===== src/rtl/hw2_alu_pkg.sv =====
// Shared definitions for the hw2 ALU issuer: instruction codes, bus widths,
// the packed command layout and the issuer FSM state encoding.
package hw2_alu_pkg;

   localparam int ALU_A_W    = 8;
   localparam int ALU_INST_W = 3;
   localparam int ALU_RES_W  = 16;
   localparam int CMD_W      = 2 * ALU_A_W + ALU_INST_W;

   typedef enum logic [ALU_INST_W-1:0] {
      INST_ADD   = 3'd0,
      INST_SUB   = 3'd1,
      INST_MUL   = 3'd2,
      INST_AND   = 3'd3,
      INST_XOR   = 3'd4,
      INST_ABS   = 3'd5,
      INST_SUBX4 = 3'd6,
      INST_IDLE  = 3'd7
   } alu_inst_e;

   typedef enum logic [1:0] {
      ST_IDLE = 2'd0,
      ST_WAIT = 2'd1,
      ST_RESP = 2'd2
   } issuer_state_e;

   typedef struct packed {
      logic [ALU_A_W-1:0]    a;
      logic [ALU_A_W-1:0]    b;
      logic [ALU_INST_W-1:0] inst;
   } alu_cmd_t;

endpackage


===== src/rtl/hw2_alu_cmd_fifo.sv =====
// Synchronous command FIFO with full/empty/level; pointers wrap naturally
// because DEPTH is a power of two.
module hw2_alu_cmd_fifo #(
   parameter int W     = 19,
   parameter int DEPTH = 4
) (
   input  logic                         clk_i,
   input  logic                         rst_i,
   input  logic                         push_i,
   input  logic [W-1:0]                 data_i,
   input  logic                         pop_i,
   output logic [W-1:0]                 data_o,
   output logic                         full_o,
   output logic                         empty_o,
   output logic [$clog2(DEPTH+1)-1:0]   level_o
);

   localparam int PTR_W = $clog2(DEPTH);
   localparam int LVL_W = $clog2(DEPTH + 1);

   logic [W-1:0]     mem_q [DEPTH];
   logic [PTR_W-1:0] wr_ptr_q, rd_ptr_q;
   logic [LVL_W-1:0] level_q, level_d;
   logic             push_ok, pop_ok;

   assign full_o  = (level_q == LVL_W'(DEPTH));
   assign empty_o = (level_q == '0);
   assign level_o = level_q;
   assign data_o  = mem_q[rd_ptr_q];
   assign push_ok = push_i && !full_o;
   assign pop_ok  = pop_i && !empty_o;

   always_comb begin
      level_d = level_q;
      if (push_ok && !pop_ok) level_d = level_q + LVL_W'(1);
      else if (!push_ok && pop_ok) level_d = level_q - LVL_W'(1);
   end

   always_ff @(posedge clk_i or posedge rst_i) begin
      if (rst_i) begin
         wr_ptr_q <= '0;
         rd_ptr_q <= '0;
         level_q  <= '0;
      end else begin
         if (push_ok) wr_ptr_q <= wr_ptr_q + PTR_W'(1);
         if (pop_ok)  rd_ptr_q <= rd_ptr_q + PTR_W'(1);
         level_q <= level_d;
      end
   end

   // Storage needs no reset: an entry is only read after it has been written.
   always_ff @(posedge clk_i) begin
      if (push_ok) mem_q[wr_ptr_q] <= data_i;
   end

endmodule


===== src/rtl/hw2_alu_issuer.sv =====
// Issues queued ALU commands one at a time and returns the registered result.
// Build option: HW2_ALU_ILLEGAL_CHK_EN rejects inst==3'b111 with rsp_err_o.
module hw2_alu_issuer
   import hw2_alu_pkg::*;
#(
   parameter int FIFO_DEPTH = 4,
   parameter int ALU_LAT    = 1
) (
   input  logic                              clk_p_i,
   input  logic                              reset_p_i,
   input  logic                              cmd_valid_i,
   output logic                              cmd_ready_o,
   input  logic [ALU_A_W-1:0]                cmd_a_i,
   input  logic [ALU_A_W-1:0]                cmd_b_i,
   input  logic [ALU_INST_W-1:0]             cmd_inst_i,
   output logic [$clog2(FIFO_DEPTH+1)-1:0]   cmd_level_o,
   output logic [ALU_A_W-1:0]                alu_data_a_o,
   output logic [ALU_A_W-1:0]                alu_data_b_o,
   output logic [ALU_INST_W-1:0]             alu_inst_o,
   input  logic [ALU_RES_W-1:0]              alu_data_i,
   output logic                              rsp_valid_o,
   input  logic                              rsp_ready_i,
   output logic [ALU_RES_W-1:0]              rsp_data_o,
   output logic [ALU_INST_W-1:0]             rsp_inst_o,
   output logic                              rsp_err_o,
   output logic                              busy_o
);

   localparam int CNT_W = $clog2(ALU_LAT + 2);

   // Both ports transfer on a rising edge where valid and ready are high; a
   // presented response holds its payload until that edge.
   issuer_state_e         state_q, state_d;
   logic [CNT_W-1:0]      cnt_q, cnt_d;
   logic [ALU_A_W-1:0]    alu_a_q, alu_a_d, alu_b_q, alu_b_d;
   logic [ALU_INST_W-1:0] alu_inst_q, alu_inst_d;
   logic                  rsp_valid_q, rsp_valid_d, rsp_err_q, rsp_err_d;
   logic [ALU_RES_W-1:0]  rsp_data_q, rsp_data_d;
   logic [ALU_INST_W-1:0] rsp_inst_q, rsp_inst_d;

   logic                  fifo_full, fifo_empty, fifo_pop, illegal;
   logic [CMD_W-1:0]      fifo_rdata;
   alu_cmd_t              head_cmd;

   hw2_alu_cmd_fifo #(.W(CMD_W), .DEPTH(FIFO_DEPTH)) u_fifo (
      .clk_i   (clk_p_i),
      .rst_i   (reset_p_i),
      .push_i  (cmd_valid_i),
      .data_i  ({cmd_a_i, cmd_b_i, cmd_inst_i}),
      .pop_i   (fifo_pop),
      .data_o  (fifo_rdata),
      .full_o  (fifo_full),
      .empty_o (fifo_empty),
      .level_o (cmd_level_o)
   );

   assign head_cmd = alu_cmd_t'(fifo_rdata);

`ifdef HW2_ALU_ILLEGAL_CHK_EN
   assign illegal = (head_cmd.inst == INST_IDLE);
`else
   assign illegal = 1'b0;
`endif

   always_comb begin
      state_d     = state_q;
      cnt_d       = cnt_q;
      alu_a_d     = alu_a_q;
      alu_b_d     = alu_b_q;
      alu_inst_d  = alu_inst_q;
      rsp_valid_d = rsp_valid_q;
      rsp_data_d  = rsp_data_q;
      rsp_inst_d  = rsp_inst_q;
      rsp_err_d   = rsp_err_q;
      fifo_pop    = 1'b0;
      case (state_q)
         ST_IDLE: begin
            if (!fifo_empty) begin
               fifo_pop = 1'b1;
               if (illegal) begin
                  // Rejected command never reaches the ALU.
                  rsp_valid_d = 1'b1;
                  rsp_data_d  = '0;
                  rsp_inst_d  = INST_IDLE;
                  rsp_err_d   = 1'b1;
                  state_d     = ST_RESP;
               end else begin
                  alu_a_d    = head_cmd.a;
                  alu_b_d    = head_cmd.b;
                  alu_inst_d = head_cmd.inst;
                  cnt_d      = CNT_W'(ALU_LAT);
                  state_d    = ST_WAIT;
               end
            end
         end
         ST_WAIT: begin
            if (cnt_q == '0) begin
               rsp_valid_d = 1'b1;
               rsp_data_d  = alu_data_i;
               rsp_inst_d  = alu_inst_q;
               rsp_err_d   = 1'b0;
               alu_a_d     = '0;
               alu_b_d     = '0;
               alu_inst_d  = INST_IDLE;
               state_d     = ST_RESP;
            end else begin
               cnt_d = cnt_q - CNT_W'(1);
            end
         end
         ST_RESP: begin
            if (rsp_ready_i) begin
               rsp_valid_d = 1'b0;
               state_d     = ST_IDLE;
            end
         end
         default: state_d = ST_IDLE;
      endcase
   end

   always_ff @(posedge clk_p_i or posedge reset_p_i) begin
      if (reset_p_i) begin
         state_q     <= ST_IDLE;
         cnt_q       <= '0;
         alu_a_q     <= '0;
         alu_b_q     <= '0;
         alu_inst_q  <= INST_IDLE;
         rsp_valid_q <= 1'b0;
         rsp_data_q  <= '0;
         rsp_inst_q  <= INST_IDLE;
         rsp_err_q   <= 1'b0;
      end else begin
         state_q     <= state_d;
         cnt_q       <= cnt_d;
         alu_a_q     <= alu_a_d;
         alu_b_q     <= alu_b_d;
         alu_inst_q  <= alu_inst_d;
         rsp_valid_q <= rsp_valid_d;
         rsp_data_q  <= rsp_data_d;
         rsp_inst_q  <= rsp_inst_d;
         rsp_err_q   <= rsp_err_d;
      end
   end

   assign cmd_ready_o  = !fifo_full;
   assign alu_data_a_o = alu_a_q;
   assign alu_data_b_o = alu_b_q;
   assign alu_inst_o   = alu_inst_q;
   assign rsp_valid_o  = rsp_valid_q;
   assign rsp_data_o   = rsp_data_q;
   assign rsp_inst_o   = rsp_inst_q;
   assign rsp_err_o    = rsp_err_q;
   assign busy_o       = (state_q != ST_IDLE);

endmodule


===== config.mk =====
export PLATFORM = sky130hd
export DESIGN_NAME = hw2_alu_issuer
export DESIGN_NICKNAME = d
export VERILOG_FILES = /design/src/rtl/hw2_alu_pkg.sv /design/src/rtl/hw2_alu_cmd_fifo.sv /design/src/rtl/hw2_alu_issuer.sv
export SDC_FILE = /design/constraint.sdc
export NUM_CORES = 1
export LEC_CHECK = 0
export ABC_CLOCK_PERIOD_IN_PS = 2600
export CORE_ASPECT_RATIO = 1.75
export CORE_MARGIN = 5
export CORE_UTILIZATION = 55
export CTS_BUF_LIST = sky130_fd_sc_hd__clkbuf_4 sky130_fd_sc_hd__clkbuf_8
export CTS_CLUSTER_DIAMETER = 30
export DETAILED_ROUTE_END_ITERATION = 12
export GPL_TIMING_DRIVEN = 0
export PLACE_DENSITY = 0.78
export SETUP_SLACK_MARGIN = 0.02
export SKIP_CTS_REPAIR_TIMING = 1
export SYNTH_ARGS = -nofsm -noshare
export SYNTH_HDL_FRONTEND = slang
export SYNTH_SLANG_ARGS = --single-unit

===== constraint.sdc =====
create_clock -name clk_p_i -period 2.6 [get_ports clk_p_i]
set_input_delay 0.65 -clock clk_p_i [delete_from_list [all_inputs] [get_ports clk_p_i]]
set_output_delay 0.65 -clock clk_p_i [all_outputs]
set_load 0.03 [all_outputs]

# Word level (Yosys, flattened, before mapping)
# Memory sizes are Yosys's and may differ from the RTL's.
# Cells that the tools add are included.
dict set report totals {
  register_bits 50
  mem_bits_rw 76
  output_inout_bits 45
  wordCells 67
  mem_count 1
}
dict set report classes {
  addsub 5
  eq_ne 7
  muxes 23
  reduce_logical 20
}
# memory words word_bits read_ports rd_clocked_by_memory_dff wr line_no
set mem_list {}
lappend mem_list {u_fifo.mem_q 4 19 1 0 1 hw2_alu_cmd_fifo.sv:21} ;# logic [W-1:0] mem_q [DEPTH];
# cell n
set ops {}
lappend ops {{8-bit case mux with 2 select lines} 2}
lappend ops {{8-bit two-way mux} 3}
lappend ops {{3-bit two-way mux} 4}
lappend ops {{3-bit AND reduction} 4}
lappend ops {{2-bit two-way mux} 4}
lappend ops {{2-bit inequality test (second input constant)} 4}
lappend ops {{2-bit nonzero test} 4}
lappend ops {{1-bit two-way mux} 6}
lappend ops {{2-bit case mux with 3 select lines} 1}
lappend ops {{3-bit case mux with 2 select lines} 1}
lappend ops {{2-bit by 1-bit adder with 2-bit output (second input constant)} 2}
lappend ops {{1-bit logical AND} 4}
lappend ops {{1-bit logical NOT} 4}
lappend ops {{2-bit logical NOT} 2}
lappend ops {{2-bit case mux with 2 select lines} 1}
lappend ops {{3-bit by 1-bit adder with 3-bit output (second input constant)} 1}
lappend ops {{3-bit == test (second input constant)} 1}
lappend ops {{3-bit logical NOT} 1}
lappend ops {{3-bit by 1-bit subtractor with 3-bit output (second input constant)} 1}
lappend ops {{2-bit by 1-bit == test with 1-bit output (second input constant)} 1}
lappend ops {{2-bit == test (second input constant)} 1}
lappend ops {{1-bit case mux with 2 select lines} 1}
lappend ops {{2-bit AND reduction} 1}
lappend ops {{2-bit by 1-bit subtractor with 2-bit output (second input constant)} 1}

# Depth between registers and ports, before layout
dict set report logic_depth {
  word_depth 7
  depth_mapped 9
  ltp_nobuf 8
}

# By module
# A second synthesis with hierarchy kept.
dict set report hier_totals {
  hier_cells 280
  area_unflattened_um2 5109.9
}
# module n_inst cells_per_inst area_each_um2
set by_module_without_submodules {}
lappend by_module_without_submodules {hw2_alu_cmd_fifo 1 135 3176.8}
lappend by_module_without_submodules {hw2_alu_issuer 1 145 1933.1}

# Least setup slack after synthesis
# No wires, ideal clock.
dict set report synth_timing {
  path_kind {reg2reg}
  from {reg u_fifo.level_q[0] (netlist: u_fifo.level_o[0])}
  to {reg u_fifo.level_q[2] (netlist: u_fifo.level_o[2])}
  setup_time_ns 0.081
  arrival_ns 2.354
  t_required_ns 2.519
  slack_ns 0.166
  path_stages_with_launch 10
  path_buffers 1
  synth_period_minus_slack_ns 2.434
  path_cell_list {dfrtp_1 > or3_1 > nand2_1 > buf_4 > ha_1 > inv_1 > fa_1 > xor2_1 > nor2_1 > xor2_1}
}
dict set report synth_via {
  elab_chain_cells 7
  elab_cells_between_ends 17
}
# item line_no
set synth_rtl {}
lappend synth_rtl {{start: declaration} hw2_alu_cmd_fifo.sv:23} ;# logic [LVL_W-1:0] level_q, level_d;
lappend synth_rtl {{start signal: assignment} hw2_alu_cmd_fifo.sv:47} ;# level_q <= level_d;
lappend synth_rtl {{3-bit logical NOT} hw2_alu_cmd_fifo.sv:27} ;# assign empty_o = (level_q == '0);
lappend synth_rtl {{1-bit two-way mux} hw2_alu_issuer.sv:78} ;# if (!fifo_empty) begin
lappend synth_rtl {{1-bit two-way mux} hw2_alu_issuer.sv:76} ;# case (state_q)
lappend synth_rtl {{1-bit logical AND} hw2_alu_cmd_fifo.sv:31} ;# assign pop_ok = pop_i && !empty_o;
lappend synth_rtl {{1-bit logical NOT} hw2_alu_cmd_fifo.sv:35} ;# if (push_ok && !pop_ok) level_d = level_q + LVL_W'(1);
lappend synth_rtl {{1-bit logical AND} hw2_alu_cmd_fifo.sv:35}
lappend synth_rtl {{3-bit two-way mux / 2-bit nonzero test (equally long branches)} -}
# Several ways; a longest one is shown, not always the timed one. The select of a mux whose other input is x is not followed.
# A chain may end at the register's enable or synchronous reset.

# Worst setup path in the final report
dict set report layout_timing {
  from {in cmd_valid_i}
  to {mem u_fifo.mem_q[2][13] (enable)}
}
dict set report layout_via {
  elab_chain_cells 3
}
# item line_no
set layout_rtl {}
lappend layout_rtl {{start: declaration} hw2_alu_issuer.sv:11} ;# input logic cmd_valid_i,
lappend layout_rtl {{1-bit logical AND} hw2_alu_cmd_fifo.sv:30} ;# assign push_ok = push_i && !full_o;
lappend layout_rtl {{net u_fifo.push_ok} hw2_alu_cmd_fifo.sv:24} ;# logic push_ok, pop_ok;
lappend layout_rtl {{1-bit two-way mux} hw2_alu_cmd_fifo.sv:53} ;# if (push_ok) mem_q[wr_ptr_q] <= data_i;
lappend layout_rtl {{1-bit two-way mux (implied by the code)} hw2_alu_cmd_fifo.sv:53}
lappend layout_rtl {{end: declaration} hw2_alu_cmd_fifo.sv:21}
# The timed path passes the listed nets, and every way through them passes these cells.

==> metrics <==
Highest Clock Rate 408 MHz; max cap viols 0; Longest Clk Path Bufs 2; cell area after synthesis 4910 um^2; GPL Wtd Cong 0.752; VDD IR max 0.884 mV; RSZ-0062 raised after global routing no; CTS H-tree depth 4; port buffer count 82; actual slew at the worst max-slew pin 1.04 ns; DRT antenna net count 0; Reg power frac 38.3%; post-route DRC violation count 0; IO Pins 84; hold_sp cnt_q[0]$_DFFE_PP0P_; via count 2656; die extent in y 135 um; worst reg2reg path depth 9; die width 81.4 um; total wire length 9290 um; WP buf/inv 1; Pre-antenna DRT Iters 4; Yosys cell types 31; Syn Inst Count 266; Layout Cell Area excl Fill 6280 um^2; worst flop-to-flop path endpoint u_fifo.level_o[2]$_DFFE_PP0P_; global-route wire length before repair 14200 um; CP Launch Type input port; core area 8730 um^2; Req. time, crit path 2.64 ns; WP depth 3; Syn Nets 312; sequential area share after synthesis 72.2%; Hold EP cnt_q[0]$_DFFE_PP0P_; Post-DP HPWL 6380 um; Setup-failing EPs final 0; total power 0.00825 W; Area Overhead vs Synth 28.0%; grt ovf 0; PwrDens 1310 nW/um^2; TritonCTS Buffers 17; static leakage 2.40 nW; initial antenna violation count 0; max incr delay on CP 0.90 ns; share of the clock period used by the worst path 94.3%; placed cell areas 5890 um^2; Hold WS 0.493 ns; Worst R2R Setup Slack 0.20 ns; Combinational Power Share 43.1%; CP max stage cell and2_1; mean number of vias per cell 5.35; post-layout min period 2.45 ns; Worst Path Max Fanout 19; worst-skew pair later-pin latency 0.43 ns; Clock power frac 18.6%; 1st-iter DRT viols 105; Total GRT Usage 18.3%; Hold Violations, Final 0; CP delay by family, top simple AND/OR/NAND/NOR gates; #FFs+latches synth 126; cell depth of the worst hold path 1; mean post-synth cell area 18.4 um^2; Worst Setup End Kind flop; switching share of power 34.6%; die area 11000 um^2; diode count 0; CP arrival 2.49 ns; Worst Hold Class reg -> reg; Final Max Tran Viols 0; fin nets 414; Setup CP Type in -> reg; layout cells sized above 1 24.8%; CTS tree yes; Setup Skew 0.00981 ns; Slew headroom 30.6%; utilization after layout 71.9%; crit path cell chain clkdlybuf4s50_1, a21boi_1, and2_1; Worst-path clk slew 0.06 ns; Num Clock Sinks 126; Synth Warn # 0; Switch Pwr 0.00286 W; number of global-route vias before repair 2831; Fin Setup TNS 0 ns; WL/cell 18.7 um; internal power 0.00539 W; CTS root buf clkbuf_8; outcome complete, no violations; Rows 45; Starting Density 56.2%; largest net degree at the start of global routing 38; reg2reg start u_fifo.level_o[0]$_DFFE_PP0P_
==> cell type report <==
cell class | instances | area, um^2
buffer | 13 | 85.1
clock buffer | 21 | 264
clock inverter | 9 | 96.3
fill | 590 | 2450
inverter | 11 | 41.3
multi-input combinational | 116 | 1260
sequential | 126 | 3540
tap | 117 | 146
timing repair buffer | 83 | 843
==> cell usage after synthesis, drive strengths merged <==
library cell  instances  area (um^2)
edfxtp               76         2280
dfrtp                44         1100
mux2                 24          270
mux4                 19          432
a31o                 14          123
and3                 13         81.3
inv                  11         41.3
buf                   9         65.1
nand2                 7         26.3
dfstp                 6          158
ha                    6         75.1
nor2                  5         18.8
and2                  4         25.0
clkbuf                4         15.0
mux2i                 4         40.0
xnor2                 4         35.0
a21oi                 3         15.0
nand2b                3         18.8
xor2                  2         17.5
a21boi                1         7.51
conb                  1         3.75
fa                    1         20.0
nand3                 1         5.00
nand3b                1         7.51
o31ai                 1         7.51
or3                   1         6.26
or3b                  1         8.76
==> through the flow <==
stage | instances | worst slack, ns
6_report | 496 | 0.149
5_1_grt | 496 | 0.0513
4_1_cts | 496 | -0.430
3_5_place_dp | 466 | -0.341
3_3_place_gp | 465 | -0.287
2_1_floorplan | 266 | 0.166
==> state kept, by name, indices dropped and copies added, names as in the netlist <==
register / count
alu_data_a_o: 8
alu_data_b_o: 8
alu_inst_o: 3
cnt_q: 2
rsp_data_o: 16
rsp_inst_o: 3
rsp_valid_o: 1
state_q: 2
u_fifo.level_o: 3
u_fifo.mem_q: 76
u_fifo.rd_ptr_q: 2
u_fifo.wr_ptr_q: 2
==> power groups by stage <==
stage / clock network, W / logic, W / registers [W]
finish: 0.00153 / 0.00356 / 0.00316
global placement: 0 / 0.00346 / 0.00315
CTS: 0.00157 / 0.00359 / 0.00316
global route: 0.00165 / 0.00381 / 0.00322
floorplan: 0 / 0.00172 / 0.00377
detailed placement: 0 / 0.00357 / 0.00319
==> layer usage <==
metal / vias to the layer above / wire (um) / global-route usage [%]
met5: - / 0 / 0
met2: 83 / 5350 / 33.4
li1: 1212 / - / -
met1: 1341 / 3170 / 17.9
met3: 20 / 517 / 6.07
met4: 0 / 247 / 8.74
==> kinds of logic after synthesis <==
logic type               after synthesis  share of synthesized area (%)
multiplexers                          47                           15.1
flip-flops                           126                           72.2
adder cells (fa/ha/maj)                7                           1.94
other                                  1                         0.0764
buffers and inverters                 24                           2.47
AND/OR/NAND/NOR                       36                           4.03
AO/OA/AOI/OAI                         19                           3.11
XOR/XNOR                               6                           1.07
==> worst reg2reg max path, stage by stage (launching register included) <==
cell	delay (ns)
dfrtp_1	0.45
or3_4	0.48
nand2_2	0.16
buf_6	0.19
ha_1	0.20
inv_1	0.06
fa_1	0.37
xor2_1	0.17
nor2_1	0.11
xor2_1	0.14
==> layout by cell type (no fill, tap or decap), drive strengths merged <==
cell type      count
nand2              7
clkdlybuf4s50     81
clkbuf            25
clkinvlp           2
fa                 1
nand3b             1
a21boi             1
dfrtp             44
xor2               2
and3              13
ha                 6
buf               10
nor2               5
dlymetal6s2s       1
mux4              19
nand3              1
mux2i              4
edfxtp            76
a21oi              3
inv               11
clkinv             5
o31ai              1
dfstp              6
and2               4
xnor2              4
a31o              14
nand2b             3
conb               1
or3b               1
or3                1
bufinv             2
mux2              24
==> worst max-delay path by stage <==
stage,startpoint,end,slack (ns)
2_1_floorplan,u_fifo.level_o[0]$_DFFE_PP0P_,u_fifo.level_o[2]$_DFFE_PP0P_,0.17
3_3_place_gp,cmd_valid_i,u_fifo.mem_q[1][12]$_DFFE_PP_,-0.29
3_5_place_dp,cmd_valid_i,u_fifo.mem_q[2][13]$_DFFE_PP_,-0.34
4_1_cts,state_q[0]$_DFFE_PP0P_,busy_o,-0.43
5_1_grt,cmd_valid_i,u_fifo.mem_q[2][16]$_DFFE_PP_,0.05
6_report,cmd_valid_i,u_fifo.mem_q[2][13]$_DFFE_PP_,0.15
No activity file was read; power rests on OpenSTA's default activity.
